[config.mk]
export PLATFORM = sky130hd
export DESIGN_NAME = coin_acceptor
export DESIGN_NICKNAME = d
export VERILOG_FILES = /design/src/rtl/coin_acceptor.sv
export SDC_FILE = /design/constraint.sdc
export NUM_CORES = 1
export LEC_CHECK = 0
export CAP_MARGIN = 20
export CORE_MARGIN = 4
export CORE_UTILIZATION = 40
export CTS_CLUSTER_DIAMETER = 30
export DETAILED_ROUTE_END_ITERATION = 8
export GPL_ROUTABILITY_DRIVEN = 0
export PLACE_DENSITY = 0.69
export SLEW_MARGIN = 10
export SYNTH_ARGS = -nofsm -noshare
export SYNTH_HDL_FRONTEND = slang
export SYNTH_SLANG_ARGS = --single-unit
[constraint.sdc]
create_clock -name clk -period 3.7 [get_ports clk]
set_input_delay 0.925 -clock clk [delete_from_list [all_inputs] [get_ports clk]]
set_output_delay 0.925 -clock clk [all_outputs]
set_load 0.005 [all_outputs]
[src/rtl/coin_acceptor.sv]
// ============================================================================
// Module   : coin_acceptor
// Purpose  : Synchronises and debounces three coin sensors, queues accepted
//            coins and hands them to the coin machine one per ready cycle.
//            Optional running tally of accepted cents: COIN_ACCEPTOR_TALLY_EN.
// Revision : 1.0 - initial release
// ============================================================================
`default_nettype none

module coin_acceptor #(
  parameter int DEBOUNCE_CYCLES = 16,
  parameter int FIFO_DEPTH      = 4
) (
  input  logic                          clk,
  input  logic                          reset,
  input  logic                          nickelSense,
  input  logic                          dimeSense,
  input  logic                          quarterSense,
  input  logic                          ready,
  output logic                          nickel,
  output logic                          dime,
  output logic                          quarter,
  output logic                          coinReject,
`ifdef COIN_ACCEPTOR_TALLY_EN
  output logic [15:0]                   totalCents,
`endif
  output logic [$clog2(FIFO_DEPTH):0]   queueCount
);

  localparam int                 c_PTR_W  = $clog2(FIFO_DEPTH);
  localparam logic [7:0]         c_DB_MAX = 8'(DEBOUNCE_CYCLES - 1);
  localparam logic [c_PTR_W:0]   c_FULL   = (c_PTR_W + 1)'(FIFO_DEPTH);

  // Channel order everywhere: bit 0 nickel, bit 1 dime, bit 2 quarter
  logic [2:0]         w_sense;
  logic [2:0]         r_sync1;
  logic [2:0]         r_sync2;
  logic [2:0]         r_level;
  logic [2:0]         r_level_q;
  logic [7:0]         r_cnt [3];

  logic [2:0]         w_evt;
  logic               w_one;
  logic               w_multi;
  logic [1:0]         w_code;
  logic               w_full;
  logic               w_pop;
  logic               w_push;
  logic [1:0]         w_head;

  logic [1:0]         r_mem [FIFO_DEPTH];
  logic [c_PTR_W-1:0] r_wptr;
  logic [c_PTR_W-1:0] r_rptr;
  logic [c_PTR_W:0]   r_count;

  assign w_sense = {quarterSense, dimeSense, nickelSense};

  always_ff @(posedge clk or posedge reset) begin
    if (reset) begin
      r_sync1 <= '0;
      r_sync2 <= '0;
    end else begin
      r_sync1 <= w_sense;
      r_sync2 <= r_sync1;
    end
  end

  // Level flips only after DEBOUNCE_CYCLES consecutive disagreeing samples
  always_ff @(posedge clk or posedge reset) begin
    if (reset) begin
      r_level   <= '0;
      r_level_q <= '0;
      for (int i = 0; i < 3; i++) r_cnt[i] <= '0;
    end else begin
      r_level_q <= r_level;
      for (int i = 0; i < 3; i++) begin
        if (r_sync2[i] == r_level[i]) begin
          r_cnt[i] <= '0;
        end else if (r_cnt[i] == c_DB_MAX) begin
          r_level[i] <= ~r_level[i];
          r_cnt[i]   <= '0;
        end else begin
          r_cnt[i] <= r_cnt[i] + 8'd1;
        end
      end
    end
  end

  assign w_evt   = r_level & ~r_level_q;
  assign w_one   = $onehot(w_evt);
  assign w_multi = (w_evt != 3'b000) && !w_one;
  assign w_code  = w_evt[0] ? 2'd0 : (w_evt[1] ? 2'd1 : 2'd2);

  assign w_full  = (r_count == c_FULL);
  assign w_pop   = (r_count != '0) && ready;
  // A pop in the same cycle frees the slot a full-queue push needs
  assign w_push  = w_one && (!w_full || w_pop);
  assign w_head  = r_mem[r_rptr];

  always_ff @(posedge clk) begin
    if (w_push) r_mem[r_wptr] <= w_code;
  end

  always_ff @(posedge clk or posedge reset) begin
    if (reset) begin
      r_wptr  <= '0;
      r_rptr  <= '0;
      r_count <= '0;
    end else begin
      if (w_push) r_wptr <= r_wptr + c_PTR_W'(1);
      if (w_pop)  r_rptr <= r_rptr + c_PTR_W'(1);
      case ({w_push, w_pop})
        2'b10:   r_count <= r_count + (c_PTR_W + 1)'(1);
        2'b01:   r_count <= r_count - (c_PTR_W + 1)'(1);
        default: r_count <= r_count;
      endcase
    end
  end

  assign nickel     = w_pop && (w_head == 2'd0);
  assign dime       = w_pop && (w_head == 2'd1);
  assign quarter    = w_pop && (w_head == 2'd2);
  assign coinReject = w_multi || (w_one && w_full && !w_pop);
  assign queueCount = r_count;

`ifdef COIN_ACCEPTOR_TALLY_EN
  logic [15:0] r_total;
  logic [4:0]  w_add;
  logic [16:0] w_sum;

  assign w_add = nickel ? 5'd5 : (dime ? 5'd10 : (quarter ? 5'd25 : 5'd0));
  assign w_sum = {1'b0, r_total} + {12'd0, w_add};

  always_ff @(posedge clk or posedge reset) begin
    if (reset) r_total <= '0;
    else       r_total <= w_sum[16] ? 16'hFFFF : w_sum[15:0];
  end

  assign totalCents = r_total;
`endif

endmodule

`default_nettype wire

Yosys cells after proc, flatten, opt, wreduce, memory -nomap -nowiden --
Memory sizes are Yosys's and may differ from the RTL's. Cells that the tools add are included.
Word-level totals: register bits 43, RAM bits 8, word-level logic and storage cells 73, memories kept 1
Operators by class: add/subtract/negate cells 9, equal/unequal tests 12, muxes and demuxes 11, bitwise operators 8, reductions and logical operators 20
Memories:
- r_mem | depth 4, width 2, rd ports 1, clocked after memory_dff 0, write ports 1, line 51 | logic [1:0] r_mem [FIFO_DEPTH];
Operators with widths (number):
- 2-to-1 mux 8 bit | 6
- adder 8 x 1 -> 8 bit, second input constant | 3
- == test 8 x 4 -> 1 bit, second input constant | 3
- logical AND 1 bit | 8
- == test 2 x 1 -> 1 bit, second input constant | 3
- NOT 1 bit | 6
- one-hot mux 3 bit (2 select lines) | 1
- AND reduction 2 bit | 3
- nonzero test 3 bit | 2
- adder 2 x 1 -> 2 bit, second input constant | 2
- == test 2 bit, second input constant | 2
- 2-to-1 mux 2 bit | 2
- adder 3 x 1 -> 3 bit, second input constant | 1
- bitwise AND 3 bit | 1
- == test 1 bit | 3
- == test 3 bit, second input constant | 1
- zero test 1 bit | 3
- NOT 3 bit | 1
- subtractor 3 x 1 -> 3 bit, second input constant | 1
- adder 1 x 1 -> 2 bit | 1
- adder 2 x 1 -> 2 bit | 1
- zero test 2 bit | 1
- logical OR 1 bit | 2
- 2-to-1 mux 1 bit | 2
- nonzero test 2 bit | 1

Logic depth before layout (Yosys ltp) --
Gate-level depths: netlist of run 1.
word-level depth 8, gate-level depth with buffers 8, depth with buffers taken out 8

Worst setup path before layout of run 1 --
OpenSTA, ideal clock, no wires.
kind register -> register, from reg r_level[0], to reg r_count[2], in the netlist queueCount[2], setup time 129 ps, arrival time 2288 ps, path slack 1283 ps, cell stages (with the launch flop) 9, buffers on the path 0, cell sequence dfrtp_1 > nor2b_1 > fa_1 > nor2b_1 > nor2_1 > fa_1 > nor3_2 > a31oi_2 > xnor2_1
On the way: cells in the longest elaborated chain, start to end 7, elaborated cells on any way between the ends 9, classes of those cells add/sub: 2; eq/ne: 3; mux: 1; bitwise: 1; reduce/logical: 2
Ends and longest elaborated chain:
- start, declared | line 38 | logic [2:0] r_level;
- start signal, assigned by index | line 80 | r_level[i] <= ~r_level[i];
- bitwise AND 3 bit * | line 89 | assign w_evt = r_level & ~r_level_q;
- adder 1 x 1 -> 2 bit (not written as such) * | line 90 | assign w_one = $onehot(w_evt);
- adder 2 x 1 -> 2 bit (not written as such) * | line 90
- == test 2 x 1 -> 1 bit * | line 90
- logical AND 1 bit * | line 97 | assign w_push = w_one && (!w_full || w_pop);
- == test 2 x 1 -> 1 bit or == test 2 bit (tied branches) | line 112 | case ({w_push, w_pop})
- one-hot mux 3 bit (2 select lines) or nonzero test 2 bit (tied branches)
- end signal, assigned | line 113 | 2'b10: r_count <= r_count + (c_PTR_W + 1)'(1);
- end signal, assigned | line 114 | 2'b01: r_count <= r_count - (c_PTR_W + 1)'(1);
- end signal, assigned | line 115 | default: r_count <= r_count;
- end, declared | line 54 | logic [c_PTR_W:0] r_count;
Every way passes the cells marked *; elsewhere a longest branch is shown, timed or not. A chain may end at the register's enable or synchronous reset.

Final worst setup path of run 1 --
from in ready, to out dime
On the way: cells in the longest elaborated chain, start to end 2
Ends and longest elaborated chain:
- start, declared | line 19 | input logic ready,
- logical AND 1 bit | line 95 | assign w_pop = (r_count != '0) && ready;
- logical AND 1 bit | line 121 | assign dime = w_pop && (w_head == 2'd1);
- end, declared | line 21 | output logic dime,
No other way between the ends.

==> results of run 1 <==
stage by stage:
stage	util (%)	area [sq um]	worst slack (ps)
global placement	45.8	2570	265
floorplan	-	2350	1280
finish	47.2	2650	200
CTS	47.2	2650	190
detailed placement	45.8	2570	200
global route	47.2	2650	121
path summary, 6_finish.rpt:
kind | endpoint | from | cells after the start
max in group asynchronous | r_cnt[23] | reset | 3
min reg2reg | r_sync2[1] | r_sync1[1] | 0
min in group asynchronous | r_rptr[1] | reset | 3
max | dime | ready | 4
min | r_sync2[1] | r_sync1[1] | 0
max reg2reg | queueCount[2] | r_level[0] | 8
power by group through the flow:
stage	logic (W)	registers, W	clock network [W]
finish	0.000201	0.000681	0.000299
global route	0.000228	0.000692	0.000335
CTS	0.000204	0.000682	0.000314
detailed placement	0.000203	0.000695	0
global placement	0.000200	0.000692	0
floorplan	0.000138	0.000684	0
layer usage:
metal	vias to the layer above	GRT usage, %	share of wire (%)
li1	731	-	-
met1	681	13.7	48
met2	20	17.4	47
met3	7	3.24	3.6
met4	0	3.45	1.6
met5	-	0	0
state kept, by name (all words and copies together), names as in the netlist:
name / cells
r_rptr: 2
r_sync1: 3
queueCount: 3
r_sync2: 3
r_level_q: 3
r_mem: 8
r_wptr: 2
r_level: 3
r_cnt: 24
kinds of logic (layout without fill, tap and decap cells):
logic type / after synthesis / count (layout) / synth area share [%]
mux: 5 / 5 / 3.35
compound gates: 24 / 24 / 6.55
flops: 51 / 51 / 56.0
fa+ha+maj: 9 / 9 / 5.43
buf+inv: 10 / 31 / 1.60
xor+xnor: 18 / 18 / 6.71
simple gates: 82 / 82 / 20.3
cells in the final DEF, fill, tap and decap left out, types with 4 or more instances in the layout:
cell / netlist / routed
nand2_1: 9 / 9
a21oi_1: 12 / 12
nor2_1: 24 / 24
ha_1: 7 / 7
nand2b_1: 8 / 8
nor2b_1: 5 / 5
clkdlybuf4s50_1: 0 / 12
inv_1: 10 / 9
nor3_1: 6 / 6
and2_1: 7 / 7
nand4_1: 4 / 4
edfxtp_1: 8 / 8
clkbuf_8: 0 / 5
xnor2_1: 14 / 14
o21ai_0: 6 / 6
xor2_1: 4 / 4
dfrtp_1: 43 / 43
nand3_1: 5 / 5
area by class of cell:
cell class	instances	share of cell area (%)
timing repair buffer	13	4.82
inverter	10	1.42
sequential	51	49.7
multi-input combinational	138	37.6
clock buffer	7	2.88
clock inverter	1	0.189
tap	72	3.40
==> results by group, run 1 <==
Routing
  – Antenna viol nets, final: 0
  – Vias per cell: roughly 5
  – Initial DRC Count: 83
  – DR vias: 1439
  – DR WL/cell: 11.6 microns
  – DRC: 0
  – 1st-pass router iterations: 4
  – Total Wirelength: 3.37 mm

Yosys
  – Ys async rst share: 84.3%
  – Synth top cells by count: dfrtp_1 (43), nor2_1 (24), xnor2_1 (14)
  – Count leader, synth: dfrtp_1
  – Post-synth EDFFs: 8
  – Ys flop type: dfrtp_1
  – Cell accounting for the most synthesized area: dfrtp_1
  – Seq/Total Area, Yosys: a little under three fifths
  – Cell variety after synth: 34
  – Yosys Warn Count: 0
  – Yosys reg bits: 51
  – Synthesized area: 2350 sq um
  – Post-Synthesis Cells: 199
  – Area contributors post-synth: dfrtp_1 (46%), edfxtp_1 (10%), xnor2_1 (5.2%)
  – Synthesized Nets: 214
  – Mapped Avg Cell Area: about 12 sq um
  – Yosys top cell area share: a little under half

Final layout
  – Register area: roughly 1300 sq um
  – Post-Layout Cell Count: 292
  – Layout cells sized above 1: 9.09%
  – Number of fill cells: 539
  – Area delta synth->final: 12.7%
  – Fin nets: 234
  – Multi-input gate area: 996 sq um
  – Antenna fix cells: 0

Clocking
  – Post-CTS Setup Bufs: 0
  – Clock Tree Root: clkbuf_8
  – CTS Hold Buffers Added: 0
  – Clock transition at the registers of the reported paths: ~80 ps
  – Clock Sinks: 51
  – Post-CTS sizing: 0
  – Htree depth: 2
  – Num CTS Buffers: 5
  – Clock Latency Late Sink: 300 ps
  – CTS tree: yes
  – Clk buf depth: 2

Timing
  – Setup violations, final: 0
  – Max-slew violation count: 0
  – RSZ-0062 raised after global routing: false
  – Period minus WS final: 3500 ps
  – Setup TNS: 0 ps
  – Fin. Hold Viols: 0
  – Hold Slack: 351 ps
  – Slew @ Worst Pin: around 530 ps
  – Achievable Freq: 286 MHz
  – Worst Clk Skew: 5.56 ps
  – Tcrit/Tclk final: 94.6%
  – Slew headroom: 64.4%

Power and ir drop
  – Clk pwr share: 25.3%
  – Gate power share: 17.0%
  – Pleak: 1.06 nW
  – Sw Pwr: around 0.00032 W
  – Pwr Total: 0.00118 W
  – PD cells: 446 nW/um^2
  – VDD IR max: about 0.28 mV
  – Sw Ratio: 27.4%
  – Internal power: 0.000858 W
  – Sequential share of power: 57.7%

Global routing
  – Global Route Usage Sum: 10.7%
  – Initial antenna violation count: 0
  – First-pass GRT wire length: 6.20 mm
  – Gr ovfl total: 0
  – Pin count of the biggest net entering global routing: 44
  – Number of global-route vias before repair: 1389

Worst setup path
  – Worst setup EP type: output port
  – Worst path required time: 2770 ps
  – CP max stage cell: clkdlybuf4s50_1
  – WS Path Type: input pin to output port
  – CP arrival: 2580 ps
  – CP dominant cell by count: clkdlybuf4s50_1
  – Worst path buffer plus inverter count: 2
  – Startpoint Class: input pin
  – Crit path cell chain: clkdlybuf4s50_1, o31ai_4, nor3b_1, clkdlybuf4s50_1
  – CP peak stage delay: 670 ps
  – Family with the most delay on the worst path: buffers and inverters
  – Crit Path Max Fanout: 8
  – Setup slack, reg-to-reg: about 1100 ps

Hold path
  – Worst hold path type: register to register

Floorplan
  – Die Y: around 85 microns
  – Die X-Extent: 84.6 microns
  – I/O Pins: 13
  – Initial Util: about two fifths
  – Rows: 27
  – Core outline area: 5610 sq um
  – Die area: 7160 sq um

Status
  – Status: completed

Job
  – MaxCap Viol Count: 0

Placed design
  – Count of input and output buffers: 12
  – Detail Placement HPWL: 2.44 mm
  – DP Cell Count: 284
Power figures use the tool's default switching activity.
==> run 2: changes to the inputs <==
--- a/config.mk
+++ b/config.mk
@@ -10,7 +10,6 @@
 export CORE_UTILIZATION = 40
 export CTS_CLUSTER_DIAMETER = 30
 export DETAILED_ROUTE_END_ITERATION = 8
-export GPL_ROUTABILITY_DRIVEN = 0
 export PLACE_DENSITY = 0.69
 export SLEW_MARGIN = 10
 export SYNTH_ARGS = -nofsm -noshare
==> results of run 2 <==
No change in the layout: final DEF, timing and power equal those of run 1.
==> run 3: changes to the inputs <==
--- a/config.mk
+++ b/config.mk
@@ -10,7 +10,7 @@
 export CORE_UTILIZATION = 40
 export CTS_CLUSTER_DIAMETER = 30
 export DETAILED_ROUTE_END_ITERATION = 8
-export PLACE_DENSITY = 0.69
+export PLACE_DENSITY = 0.62
 export SLEW_MARGIN = 10
 export SYNTH_ARGS = -nofsm -noshare
 export SYNTH_HDL_FRONTEND = slang
==> results by group, run 3 (same netlist as run 1, synthesis figures left out) <==
Power and ir drop
  – Internal power: 0.000895 W (+4.4%)
  – VDD IR max: 0.206 mV (-26%)
  – Sw Ratio: 27.1% (-0.25 points)
  – PD cells: 460 nW/um^2 (+3.3%)
  – Sw Pwr: 0.000333 W (+3.1%)
  – Clk pwr share: 28.2% (+2.9 points)
  – Gate power share: 16.3% (-0.7 points)
  – Sequential share of power: 55.5% (-2.2 points)
  – Pleak: 1.07 nW (+0.88%)

Final layout
  – Area delta synth->final: 13.5%
  – Fin nets: 234 (unchanged)
  – Commonest cells after routing, fill and taps aside: dfrtp_1 (43), nor2_1 (24), xnor2_1 (14), a21oi_1 (12), clkdlybuf4s50_1 (12)
  – Layout cells sized above 1: 9.55% (+0.45 points)
  – Max FFs per register: 24 (unchanged)
  – Number of fill cells: 536 (-0.56%)
  – Largest regs: r_cnt: 24 flops, r_mem: 8 flops
  – Commonest non-fill, non-tap cell in the layout: dfrtp_1
  – Post-Route Utilization: 47.6% (+0.33 points)
  – Most flops, register: r_cnt
  – Antenna fix cells: 0 (unchanged)

Timing
  – Worst Clk Skew: 8.42 ps (+2.85 ps)
  – RSZ-0062 raised after global routing: false
  – Achievable Freq: 288 MHz (+0.79%)
  – Period minus WS final: 3470 ps (-27.3 ps)
  – Slew @ Worst Pin: 886 ps (+353 ps)
  – Tcrit/Tclk final: 93.9% (-0.74 points)
  – Fin. Hold Viols: 0 (unchanged)
  – Setup violations, final: 0 (unchanged)
  – Slew headroom: 40.5% (-24 points)
  – Final Worst Setup Slack: 227 ps (+27.3 ps)
  – Max-slew violation count: 0 (unchanged)
  – Setup TNS: 0 ps (unchanged)

Clocking
  – CTS Hold Buffers Added: 0 (unchanged)
  – Post-CTS sizing: 0 (unchanged)
  – Clock Tree Root: clkbuf_8
  – Clock Latency Late Sink: 300 ps (about the same)
  – Clk buf depth: 2 (unchanged)
  – Num CTS Buffers: 5 (unchanged)
  – Clock transition at the registers of the reported paths: 80 ps (about the same)
  – Htree depth: 2 (unchanged)
  – Clock Sinks: 51 (unchanged)
  – Post-CTS Setup Bufs: 0 (unchanged)
  – CTS tree: yes

Worst setup path
  – Worst path required time: 2770 ps (about the same)
  – Worst path buffer plus inverter count: 2 (unchanged)
  – Setup slack, reg-to-reg: 1110 ps (+20 ps)
  – Worst setup EP type: output port
  – Crit Path Max Fanout: 8 (unchanged)
  – CP dominant cell by count: clkdlybuf4s50_1
  – R2R depth: 8 (unchanged)
  – CP peak stage delay: 680 ps (about the same)
  – Family with the most delay on the worst path: buffers and inverters
  – Startpoint Class: input pin
  – Worst r2r dst: queueCount[2]
  – WS Path Type: input pin to output port
  – CP arrival: 2550 ps (-30 ps)
  – CP max stage cell: clkdlybuf4s50_1
  – Reg2Reg Launch Point: r_level[0]
  – Crit path cell chain: clkdlybuf4s50_1, o31ai_4, nor3b_1, clkdlybuf4s50_1

Routing
  – Top layer reached by signal wires: met4
  – Vias per cell: 4.89 (-0.83%)
  – Routed length on met1: 1.73 mm (+6.8%)
  – DR WL/cell: 12.0 microns (+3.8%)
  – DR vias: 1427 (-0.83%)
  – Met3 WL: 148 microns (+20%)
  – DR WL met2: 1.59 mm (+0.63%)
  – Total Wirelength: 3.50 mm (+3.8%)
  – DRC: 0 (unchanged)
  – 1st-pass router iterations: 4 (unchanged)
  – Initial DRC Count: 23 (-72%)
  – Antenna viol nets, final: 0 (unchanged)

Placed design
  – Gp weighted congestion: 0.775
  – Detail Placement HPWL: 2.53 mm (+3.8%)
  – Count of input and output buffers: 12 (unchanged)
  – Place WS: 242 ps (+42.2 ps)

Hold path
  – Worst hold path type: register to register
  – Hold path depth: 0 (unchanged)
  – WHS Endpoint: r_sync2[0]
  – Min-delay src: r_sync1[0]

Global routing
  – First-pass GRT wire length: 6.05 mm (-2.3%)
  – Global Route Usage Sum: 10.4% (-0.30 points)
  – Number of global-route vias before repair: 1378 (-0.79%)
  – Initial antenna violation count: 0 (unchanged)
  – Pin count of the biggest net entering global routing: 26 (-41%)
  – Gr ovfl total: 0 (unchanged)

Floorplan
  – Core outline area: 5610 sq um (unchanged)
  – I/O Pins: 13 (unchanged)
  – Die Y: 84.6 microns (unchanged)
  – Rows: 27 (unchanged)
  – Initial Util: 41.9% (unchanged)
  – Die X-Extent: 84.6 microns (unchanged)
  – Die area: 7160 sq um (unchanged)

Status
  – Status: completed

Job
  – MaxCap Viol Count: 0 (unchanged)
## run 3: changes by cell type in the layout (fill, tap and decap cells not counted), sizes merged
| cell | change |
|---|---|
| clkinv | -1 |
| clkbuf | +1 |
## run 3: cell type report
type	instances	area, sq um	area share [%]
flip-flops and latches	51	1320	49.3
multi-input cells	138	996	37.3
repair buffers	13	128	4.78
clock buffers	8	100	3.75
well taps	72	90.1	3.38
inverters	10	37.5	1.41
## run 3: worst max path at each step
stage	startpoint	endpoint	cells past startpoint
floorplan	r_level[0]	queueCount[2]	8
global placement	ready	dime	4
detailed placement	ready	dime	4
CTS	ready	dime	4
global route	ready	dime	4
finish	ready	dime	4
## run 3: stage by stage
| step | std cells | hold slack [ps] | power [W] | instance area (sq um) |
|---|---|---|---|---|
| 6_report | 292 | 354 | 0.00123 | 2670 |
| 5_1_grt | 292 | 367 | 0.00130 | 2670 |
| 4_1_cts | 292 | 357 | 0.00125 | 2670 |
| 3_5_place_dp | 284 | 335 | 0.000896 | 2570 |
| 3_3_place_gp | 284 | 334 | 0.000895 | 2570 |
| 2_1_floorplan | 199 | 331 | 0.000822 | 2350 |
## run 3: routing by layer
layer  track usage (%)  up-vias
li1                  -      722
met1              13.4      683
met2              16.4       17
met3              2.94        5
met4              4.46        0
met5                 0        -
## run 3: power groups by stage
stage | Sequential (W) | Clock [W] | Combinational, W
3_5_place_dp | 0.000695 | 0 | 0.000201
2_1_floorplan | 0.000684 | 0 | 0.000138
3_3_place_gp | 0.000695 | 0 | 0.000200
4_1_cts | 0.000683 | 0.000358 | 0.000204
5_1_grt | 0.000693 | 0.000378 | 0.000226
6_report | 0.000682 | 0.000346 | 0.000200
==> RTL edit 1 (settings of run 3) <==
Add a define of `COIN_ACCEPTOR_TALLY_EN`.
--- a/src/rtl/coin_acceptor.sv
+++ b/src/rtl/coin_acceptor.sv
@@ -7,4 +7,6 @@
 // ============================================================================
 `default_nettype none
+
+`define COIN_ACCEPTOR_TALLY_EN
 
 module coin_acceptor #(
Formal check against the unedited RTL (old outputs only; new: totalCents): equivalent (Yosys induction, for registers that start in step).
==> RTL edit 1 against run 3 <==
- worst setup slack improved by 0.021 ns
- routed wire length is 63% higher
- maximum frequency rose by 0.62%
- synthesized area is 39% higher
- design area grew 45%
- sequential cell count is 16 higher
- global-route usage rose by 2.4 points
- first-iteration DRC count up 57%
- total power grew 71%
==> RTL edit 1: results (changes against run 3) <==
met2 global-route usage 20.7% (+4.4 points); CP max FO 3 (-5); Max stage delay on crit path 0.50 ns (-0.18 ns); H-tree levels 3 (+1); Synth cell types 46 (+35%); Worst Tran Pin Value 0.664 ns (-0.223 ns); Reg2Reg Setup Slack 0.64 ns (-0.47 ns); placed cell area 0.00368 mm^2 (+43%); global-route wire length before repair 10,100 um (+66%); synth cell count leaders 59 x dfrtp_1, 33 x nor2_1, 22 x nand2_1, 16 x xnor2_1, 16 x xor2_1; CTS Buf Count 9 (+4); nets@finish 347 (+48%); GRT Util Overall 12.8% (+2.4 points); vias in the first global route 2,208 (+60%); met1 Use GR 16.0% (+2.7 points); worst IR drop on VDD 0.221 mV (+7.0%); dpl cells 417 (+47%); leak pwr 0.00170 uW (+59%); worst clock skew 0.0125 ns (+0.00406 ns); Reg-to-Reg End totalCents[11]$_DFF_PP0_; DP HPWL 4050 um (+60%); M1 wire length 2710 um (+57%); Power Total 2100 uW (+71%); status complete, no violations; sequential-to-total area share from yosys stat 52.5% (-3.5 points); ranking of synthesized cells by area dfrtp_1 45%, edfxtp_1 7.4%, ha_1 4.6%, xnor2_1 4.3%, xor2_1 4.3%
[RTL edit 1: changes by cell type in the layout (fill, tap and decap cells not counted), moves of 6 or more]
| cell | before | now |
|---|---|---|
| a21oi_1 | 12 | 5 |
| and3_1 | 0 | 8 |
| clkdlybuf4s50_1 | 12 | 28 |
| dfrtp_1 | 43 | 59 |
| mux2_2 | 1 | 7 |
| nand2_1 | 9 | 22 |
| nor2_1 | 24 | 33 |
| xor2_1 | 4 | 16 |
[RTL edit 1: metrics by stage]
step,utilization (%),hold slack [ns],setup WS (ns)
2_1_floorplan,-,0.331,0.773
3_3_place_gp,46.9,0.332,0.140
3_5_place_dp,46.9,0.336,0.114
4_1_cts,49.4,0.352,0.228
5_1_grt,49.4,0.361,0.145
6_report,49.4,0.350,0.249
[RTL edit 1: area by class of cell]
cell class,count,area (um^2)
Multi-Input combinational cell,207,1490
Clock buffer,11,141
Inverter,9,33.8
Sequential cell,67,1720
Tap cell,102,128
Fill cell,729,3970
Clock inverter,5,53.8
Timing Repair Buffer,32,310
[RTL edit 1: how the worst max path moves through the flow]
stage | end | slack [ns] | cells past startpoint
2_1_floorplan | totalCents[11]$_DFF_PP0_ | 0.77 | 9
3_3_place_gp | totalCents[5]$_DFF_PP0_ | 0.14 | 9
3_5_place_dp | totalCents[5]$_DFF_PP0_ | 0.11 | 10
4_1_cts | coinReject | 0.23 | 4
5_1_grt | coinReject | 0.14 | 4
6_report | coinReject | 0.25 | 4
[RTL edit 1: cell families after synthesis]
| group | count (synthesis) | synth area share, % |
|---|---|---|
| flops | 67 | 52.5 |
| simple gates | 116 | 19.1 |
| compound gates | 29 | 5.82 |
| mux | 15 | 5.78 |
| xor+xnor | 32 | 8.58 |
| buf+inv | 12 | 1.76 |
| fa+ha+maj | 15 | 6.43 |
==> RTL edit 2 (config.mk and constraints of run 3) <==
Without the edit above. Put one more register stage on the output `queueCount`, with the module's reset. The value now appears one clock later. The other outputs are not delayed to match.
--- a/src/rtl/coin_acceptor.sv
+++ b/src/rtl/coin_acceptor.sv
@@ -122,5 +122,11 @@
   assign quarter    = w_pop && (w_head == 2'd2);
   assign coinReject = w_multi || (w_one && w_full && !w_pop);
-  assign queueCount = r_count;
+  always_ff @(posedge clk or posedge reset) begin
+    if (reset) begin
+      queueCount <= '0;
+    end else begin
+      queueCount <= r_count;
+    end
+  end
 
 `ifdef COIN_ACCEPTOR_TALLY_EN
Function: no difference found for any inputs over 10 cycles, from zero or initial values and one cycle with reset high; that may be too few to reach the edited logic, so the function may still have changed.
==> RTL edit 2 against run 3 <==
- design area increased by 4.0%
- clock skew decreased by 0.0035 ns
- worst setup slack got worse by 0.015 ns
- total power increased by 9.0%
- via count increased by 2.3%
- routed wire length increased by 3.5%
- maximum frequency decreased by 0.43%
- synthesized area increased by 3.2%
- critical path depth unchanged
- largest cell class unchanged
- sequential cell count increased by 3
==> RTL edit 2: results (changes against run 3) <==
status complete, no violations; Synth cell types 34 (unchanged); Post-synth EDFFs 8 (unchanged); sequential-to-total area share from yosys stat 57.4% (+1.4 points); # port buffers 12 (unchanged); Skew-Pair Late Insertion Delay 0.31 ns; postcts setup bufs 0 (unchanged); class of the worst hold path reg -> reg; vias post-DR 1,460 (+2.3%); drt pass-1 iters 4 (unchanged); dpl cells 289 (+1.8%); ranking of synthesized cells by area dfrtp_1 47%, edfxtp_1 9.9%, xnor2_1 5.1%, nor2_1 3.7%, ha_1 3.6%; antenna fix cells 0 (unchanged); crit path DAT 2.56 ns (about the same); largest net degree at the start of global routing 47 (+81%); Crit path max-delay family buffers and inverters; placed cell area 0.00264 mm^2 (+2.8%); ys async rst share 85.2% (+0.87 points); Avg Cell Area, Syn 12.0 um^2 (+1.7%); clock tree root buffer cell clkbuf_8; M1 wire length 1730 um (+0.23%); core outline area 0.00589 mm^2 (+5.0%); layout cells sized above 1 10.3% (+0.77 points); H-tree levels 2 (unchanged); worst IR drop on VDD 0.290 mV (+41%); pre-CTS setup slack 0.200 ns (-0.0423 ns); CTS resizes 0 (unchanged); global-route wire length before repair 6560 um (+8.4%); Mapped Cells 202 (+1.5%); Max stage delay on crit path 0.66 ns (-0.02 ns); Synth Warn # 0 (unchanged); met2 WL 1690 um (+6.1%); met3 wire length 152 um (+2.7%); GPL Wtd Cong 0.730 (-5.8%); CTS Buf Count 5 (unchanged); Clock Tree Buf Depth 2 (unchanged); P_int 980 uW (+9.4%); CP max FO 8 (unchanged); GRT Util Overall 11.2% (+0.83 points); critical path's slowest cell clkdlybuf4s50_1; DP HPWL 2520 um (-0.53%); Rel. slew slack 64.9% (+24 points); vias in the first global route 1,442 (+4.6%); DRT iter0 DRCs 32 (+39%); nets@finish 237 (+1.3%); DRT Wirelength 3630 um (+3.5%); leak pwr 0.00112 uW (+4.7%); Top Registers r_cnt: 24 flops, r_mem: 8 flops; WL/cell 12.2 um (+1.5%); Synth Net Count 217 (+1.4%); worst clock skew 0.00496 ns (-0.00346 ns); Max Used Layer met4; synth cell count leaders 46 x dfrtp_1, 24 x nor2_1, 14 x xnor2_1, 12 x a21oi_1, 10 x inv_1
## RTL edit 2: cell count changes after synthesis
cell	before	now
dfrtp_1	43	46
## RTL edit 2: final cells by class
class | instances | area [um^2]
Clock inverter | 3 | 47.5
Fill cell | 554 | 3110
Inverter | 10 | 37.5
Multi-Input combinational cell | 138 | 996
Tap cell | 75 | 93.8
Clock buffer | 5 | 68.8
Sequential cell | 54 | 1390
Timing Repair Buffer | 13 | 140
## RTL edit 2: worst register-to-register path, cell delays in order, from the launching register on
cell and delay [ns]:
dfrtp_1 0.42, nor2b_1 0.18, fa_1 0.60, nor2b_1 0.33, nor2_1 0.11, fa_1 0.43, nor3_2 0.21, a31oi_2 0.05
xnor2_1 0.14
## RTL edit 2: cell families (layout without fill, tap and decap cells)
| family | after synthesis | count (layout) | share of synthesized area (%) |
|---|---|---|---|
| AND/OR/NAND/NOR | 82 | 82 | 19.7 |
| flip-flops | 54 | 54 | 57.4 |
| AO/OA/AOI/OAI | 24 | 24 | 6.35 |
| XOR/XNOR | 18 | 18 | 6.50 |
| buffers and inverters | 10 | 31 | 1.55 |
| adder cells (fa/ha/maj) | 9 | 9 | 5.26 |
| multiplexers | 5 | 5 | 3.25 |
## RTL edit 2: metal layers
metal	vias to the layer above	GRT usage, %
met2	22	18.0
li1	731	-
met3	7	2.98
met5	-	0
met1	700	14.5
met4	0	4.32
## RTL edit 2: final timing paths
path | slack (ns) | depth (start not counted) | from | end
worst max-delay path | 0.21 | 4 | ready | quarter
worst min-delay path | 0.36 | 0 | r_sync1[1]$_DFF_PP0_ | r_sync2[1]$_DFF_PP0_
worst max register to register | 1.12 | 8 | r_level[0]$_DFFE_PP0P_ | r_count[2]$_DFFE_PP0P_
worst min register to register | 0.36 | 0 | r_sync1[1]$_DFF_PP0_ | r_sync2[1]$_DFF_PP0_
max in group asynchronous | 2.38 | 3 | reset | r_level[1]$_DFFE_PP0P_
min in group asynchronous | 0.86 | 2 | reset | r_rptr[1]$_DFFE_PP0P_
## RTL edit 2: power groups by stage
stage	sequential, uW	combinational, uW	clock (uW)
final	736	203	401
after global routing	748	234	443
after CTS	739	206	419
after detailed placement	752	204	0
after global placement	748	201	0
after floorplan	737	138	0
## RTL edit 2: stage by stage
step	utilization (%)	hold WS, ns
after global placement	44.8	0.332
after CTS	46.8	0.360
after global routing	47.2	0.366
final	47.2	0.358
after detailed placement	44.8	0.336
after floorplan	-	0.331
